<file path="config.mk">
export PLATFORM = sky130hd
export DESIGN_NAME = dram_arbiter
export DESIGN_NICKNAME = d
export VERILOG_FILES = /design/src/rtl/dram_arbiter.sv
export SDC_FILE = /design/constraint.sdc
export NUM_CORES = 1
export LEC_CHECK = 0
export ABC_AREA = 1
export ABC_CLOCK_PERIOD_IN_PS = 1250
export BUFFER_PORTS_ARGS = -buffer_cell sky130_fd_sc_hd__buf_4
export CORE_ASPECT_RATIO = 2
export CORE_MARGIN = 5
export CORE_UTILIZATION = 43
export DETAILED_ROUTE_END_ITERATION = 10
export PLACE_DENSITY = 0.82
export SLEW_MARGIN = 20
export SYNTH_ARGS = -nofsm -noshare
export SYNTH_HDL_FRONTEND = slang
export SYNTH_SLANG_ARGS = --single-unit
</file>
<file path="constraint.sdc">
create_clock -name clk -period 1.25 [get_ports clk]
set_clock_uncertainty 0.1 [all_clocks]
set_input_delay 0.125 -clock clk [delete_from_list [all_inputs] [get_ports clk]]
set_output_delay 0.125 -clock clk [all_outputs]
set_load 0.01 [all_outputs]
</file>
<file path="src/rtl/dram_arbiter.sv">
// dram_arbiter
//   Shares the single data-RAM port between the stack CPU and the UART
//   debug logic. A two-phase FSM alternates between ARB and ISSUE:
//   - ARB samples both requests, picks a winner, and loads the RAM
//     command registers.
//   - ISSUE presents that command to the RAM for exactly one cycle.
//   Read data comes back to whichever requester issued the read.
//   The CPU has fixed priority, with a starvation guard for the UART.
//   uart_lock gives the UART exclusive ownership of the port.
//
// Ports
//   clk, rst            system clock, synchronous active-high reset
//   cpu_req/we/adr/wdata  CPU command, held until cpu_gnt
//   cpu_gnt             pulse: CPU command is on the RAM port this cycle
//   cpu_rvalid/rdata    CPU read return, one cycle after its ISSUE
//   uart_req/we/adr/wdata UART command, held until uart_gnt
//   uart_lock           UART exclusive ownership (dump in progress)
//   uart_gnt            pulse: UART command is on the RAM port this cycle
//   uart_rvalid/rdata   UART read return, one cycle after its ISSUE
//   ram_adr/wdata/wen   registered RAM command
//   ram_rdata           RAM read data, valid one cycle after the address
module dram_arbiter #(
  parameter int AW         = 5,
  parameter int DW         = 8,
  parameter int STARVE_MAX = 4,
  parameter int CW         = 3
) (
  input  logic          clk,
  input  logic          rst,
  input  logic          cpu_req,
  input  logic          cpu_we,
  input  logic [AW-1:0] cpu_adr,
  input  logic [DW-1:0] cpu_wdata,
  output logic          cpu_gnt,
  output logic          cpu_rvalid,
  output logic [DW-1:0] cpu_rdata,
  input  logic          uart_req,
  input  logic          uart_we,
  input  logic [AW-1:0] uart_adr,
  input  logic [DW-1:0] uart_wdata,
  input  logic          uart_lock,
  output logic          uart_gnt,
  output logic          uart_rvalid,
  output logic [DW-1:0] uart_rdata,
  output logic [AW-1:0] ram_adr,
  output logic [DW-1:0] ram_wdata,
  output logic          ram_wen,
  input  logic [DW-1:0] ram_rdata
);

  localparam logic [0:0] ST_ARB   = 1'b0;
  localparam logic [0:0] ST_ISSUE = 1'b1;

  localparam logic OWN_CPU  = 1'b0;
  localparam logic OWN_UART = 1'b1;

  localparam logic [CW-1:0] STARVE_LIM = CW'(STARVE_MAX);

  logic [0:0]    state;
  logic          owner;
  logic [CW-1:0] starve_cnt;
  logic [AW-1:0] adr_q;
  logic [DW-1:0] wdata_q;
  logic          wen_q;
  logic          cpu_rvalid_q;
  logic          uart_rvalid_q;
  logic [DW-1:0] cpu_rdata_q;
  logic [DW-1:0] uart_rdata_q;

  logic win_valid;
  logic win_uart;

  // Winner selection. Precedence: lock, then the starvation guard,
  // then CPU priority, then the UART as the only remaining requester.
  always_comb begin
    win_valid = 1'b0;
    win_uart  = 1'b0;
    if (uart_lock) begin
      win_valid = uart_req;
      win_uart  = 1'b1;
    end else if (uart_req && (starve_cnt == STARVE_LIM)) begin
      win_valid = 1'b1;
      win_uart  = 1'b1;
    end else if (cpu_req) begin
      win_valid = 1'b1;
      win_uart  = 1'b0;
    end else if (uart_req) begin
      win_valid = 1'b1;
      win_uart  = 1'b1;
    end
  end

  always_ff @(posedge clk) begin
    if (rst) begin
      state         <= ST_ARB;
      owner         <= OWN_CPU;
      starve_cnt    <= '0;
      adr_q         <= '0;
      wdata_q       <= '0;
      wen_q         <= 1'b0;
      cpu_rvalid_q  <= 1'b0;
      uart_rvalid_q <= 1'b0;
      cpu_rdata_q   <= '0;
      uart_rdata_q  <= '0;
    end else begin
      cpu_rvalid_q  <= 1'b0;
      uart_rvalid_q <= 1'b0;

      // The RAM output is only valid in the rvalid cycle, so keep a copy
      // that the rdata outputs can present until the next read returns.
      if (cpu_rvalid_q) begin
        cpu_rdata_q <= ram_rdata;
      end
      if (uart_rvalid_q) begin
        uart_rdata_q <= ram_rdata;
      end

      case (state)
        ST_ARB: begin
          if (win_valid) begin
            state   <= ST_ISSUE;
            owner   <= win_uart;
            adr_q   <= win_uart ? uart_adr   : cpu_adr;
            wdata_q <= win_uart ? uart_wdata : cpu_wdata;
            wen_q   <= win_uart ? uart_we    : cpu_we;
          end
          // Counts CPU wins while the UART is kept waiting.
          if (!uart_req) begin
            starve_cnt <= '0;
          end else if (win_valid && win_uart) begin
            starve_cnt <= '0;
          end else if (win_valid && (starve_cnt != STARVE_LIM)) begin
            starve_cnt <= starve_cnt + CW'(1);
          end
        end
        ST_ISSUE: begin
          state <= ST_ARB;
          wen_q <= 1'b0;
          // The RAM sees the read address this cycle, so the data arrives
          // in the following ARB cycle.
          if (!wen_q) begin
            if (owner == OWN_UART) begin
              uart_rvalid_q <= 1'b1;
            end else begin
              cpu_rvalid_q <= 1'b1;
            end
          end
        end
        default: begin
          state <= ST_ARB;
        end
      endcase
    end
  end

  assign cpu_gnt     = (state == ST_ISSUE) && (owner == OWN_CPU);
  assign uart_gnt    = (state == ST_ISSUE) && (owner == OWN_UART);
  assign cpu_rvalid  = cpu_rvalid_q;
  assign uart_rvalid = uart_rvalid_q;
  assign cpu_rdata   = cpu_rvalid_q  ? ram_rdata : cpu_rdata_q;
  assign uart_rdata  = uart_rvalid_q ? ram_rdata : uart_rdata_q;
  assign ram_adr     = adr_q;
  assign ram_wdata   = wdata_q;
  assign ram_wen     = wen_q;

endmodule

</file>
==> metrics.yaml <==
min_path:
  holdPathEnd: "cpu_rdata_q[4]"
  min_path_type: "in -> reg"
  hold_depth: 3
  hold_start: "ram_rdata[4]"
outcome:
  status: "finished, violations left"
  violations: "setup timing"
timing:
  tightest_slew_ns: 0.443
  fin_ws_ns: -0.119
  fmax_mhz: 730
  fin_crit_ns: 1.37
  final_hold_viol_count: 0
  relSlewSlack_pct: 70.4
  maxSlewViolCount: 0
  setup_violations: 30
  finalCritPeriodShare_pct: 110
  hold-worst-slack_ns: 0.0314
  rsz0062_at_grt: "true"
final_layout:
  syn_to_final_growth_pct: 69.2
  layout-drive-gt1-share_pct: 53.2
  final_common_cell: "buf_4"
  final_cell_mix: "67 x buf_4, 33 x nand2_1, 32 x inv_1, 32 x dfxtp_1, 24 x nand2_2"
  nNetsFinal: 384
  fill_cells: 280
  stdcell_count: 394
  diodes: 0
route:
  wirelength_um: 6450
  viasPerCell: 5.25
  dr.first_iter.drc_count: 90
  wl_per_cell_um: 16.4
  final_antenna_net_count: 0
  vias: 2069
  drc: 0
  first_pass_iters: 4
pwr:
  power_mw: 3.24
  p_leak_nw: 1.60
  max-vdd-ir-drop_v: 0.00102
  power_density_nw_per_um2: 1070
synth:
  yosys.cell_types.count: 23
  synth_seq_cells: 37
  synth_top_area_share_pct: 41.4
  syn-instance-count: 254
  yosysWarnings: 0
  ys_top_cells_by_area: "dfxtp_1 41%, nand2_1 15%, nand3_1 8.9%"
  syn_area_um2: 1790
  yosysTopAreaCell: "dfxtp_1"
  avgSynthCellArea_um2: 7.05
  synth_nets: 297
  yosysSeqAreaShare_pct: 41.4
floorplanning:
  num_rows: 33
  coreArea_um2: 4090
  die-height_um: 101
  die_width_um: 55.6
  start_util_pct: 43.8
  io_pins: 75
  dieArea_um2: 5630
critical_path:
  cp_max_fo: 8
  timing.rr.end: "ram_wdata[0]"
  worst_path_max_delay_cell: "dfxtp_2"
  cp.required_ns: 1.35
  r2r-start: "starve_cnt[1]"
  cp_cell_sequence: "inv_2 > ha_4 > nand2_4 > nand3_4 > nand3_2 > nand3_2 > nand2_1 > inv_1"
  reg2reg_depth: 8
  cp-end-kind: "register"
  r2r_setup_slack_ns: -0.12
  critical-path-max-stage-delay_ns: 0.34
  cp-start-kind: "register"
  path_class: "reg -> reg"
  cp.arrival_ns: 1.47
  crit_path_frequent_cell: "nand3_2"
grt:
  grt_first_pass_wirelength_um: 8890
  grt_pass1_vias: 1957
  antenna_found_initial: 0
  grt.overflow.total: 0
  grt_usage_pct: 19.7
  grt_max_degree: 23
cts:
  cts_tree: "done"
  clock_tree.root_cell: "clkbuf_8"
  clk_pin_slew_ns: 0.08
  insertion_delay_ns: 0.29
  cts_hold_buffers: 0
  clkSinkCount: 37
  clockBufferDepth: 2
  htreeDepth: 2
  numCtsBuffers: 5
placement:
  place_inst: 377
  detailed_place_hpwl_um: 3760
  gp_congestion: 0.869
  io_buffer_count: 74
flow_run:
  maxCapViolCount: 0
## final cells by class
cell class	instances	area, µm²	share of cell area (%)
sequential	37	752	24.8
timing repair buffer	90	783	25.9
inverter	40	163	5.37
clock inverter	3	65.1	2.15
multi-input combinational	167	1130	37.4
clock buffer	5	68.8	2.27
tap	52	65.1	2.15
## power by group
part / leakage (nW) / switching, mW / internal, mW
sequential: 0.305 / 0.0389 / 1.24
clock: 0.0681 / 0.440 / 0.793
combinational: 1.22 / 0.386 / 0.342
## per-stage QoR
step / worst slack [ns] / utilization [%] / setup TNS [ns] / cell area, µm²
finish: -0.119 / 74.1 / -1.10 / 3030
global route: -0.152 / 74.1 / -2.59 / 3030
CTS: -0.0269 / 67.3 / -0.209 / 2750
detailed placement: -0.0590 / 59.7 / -0.569 / 2440
global placement: -0.0121 / 59.7 / -0.0564 / 2440
floorplan: 0.00877 / - / 0 / 1820
## cells by family (layout without fill, tap and decap cells)
| family | Yosys count | count (layout) | share of synthesized area [%] |
|---|---|---|---|
| AOI/OAI and AO/OA | 33 | 33 | 11.3 |
| xor gates and xnor gates | 1 | 1 | 0.489 |
| adders and majority gates | 2 | 2 | 1.40 |
| buffers and inverters | 52 | 138 | 12.7 |
| DFF | 37 | 37 | 41.4 |
| and+or+nand+nor | 129 | 131 | 32.7 |
## repair_timing
action / 4_1_cts / 5_1_grt
endpoints found under the setup margin: 32 / 34
buffers inserted: 2 / 3
resized for setup: 42 / 70
gates cloned: 3 / 1
pin swaps: 5 / 28
## cells in the mapped netlist (all sizes together)
cell and n:
nor3 3, inv 40, dfxtp 37, nand3b 1, nand3 33, nor2 2
nand2 76, o21ai 2, ha 2, a21oi 31, buf 9, clkbuf 3
nand4 14, xor2 1
## worst max-delay path, delay by kind of cell, from the launching register on
family | cells | cell delay (ns)
fa+ha+maj | 1 | 0.16
simple gates | 5 | 0.59
flops | 1 | 0.34
buf+inv | 2 | 0.08
## how the worst max path moves through the flow
stage             startpoint            end  slack, ns
3_3_place_gp   starve_cnt[0]        ram_wen      -0.01
5_1_grt        starve_cnt[1]   ram_wdata[0]      -0.15
2_1_floorplan  starve_cnt[0]     ram_adr[3]      0.009
6_report       starve_cnt[1]   ram_wdata[0]      -0.12
3_5_place_dp   starve_cnt[0]        ram_wen      -0.06
4_1_cts          uart_rvalid  uart_rdata[5]      -0.03
## flip-flops by register name, indices dropped and copies added, names as in the netlist
signal	flops
cpu_rdata_q	8
owner	1
cpu_rvalid	1
ram_wdata	8
ram_adr	5
ram_wen	1
starve_cnt	3
uart_rdata_q	8
uart_rvalid	1
state	1
## layer usage
layer | track usage, % | wire [µm] | up-vias
met3 | 3.70 | 357 | 25
met4 | 8.99 | 261 | 0
met2 | 39.1 | 3770 | 99
li1 | - | - | 993
met1 | 19.1 | 2060 | 952
met5 | 0 | 0 | -
Note: power is estimated with default switching activity, not from simulation.
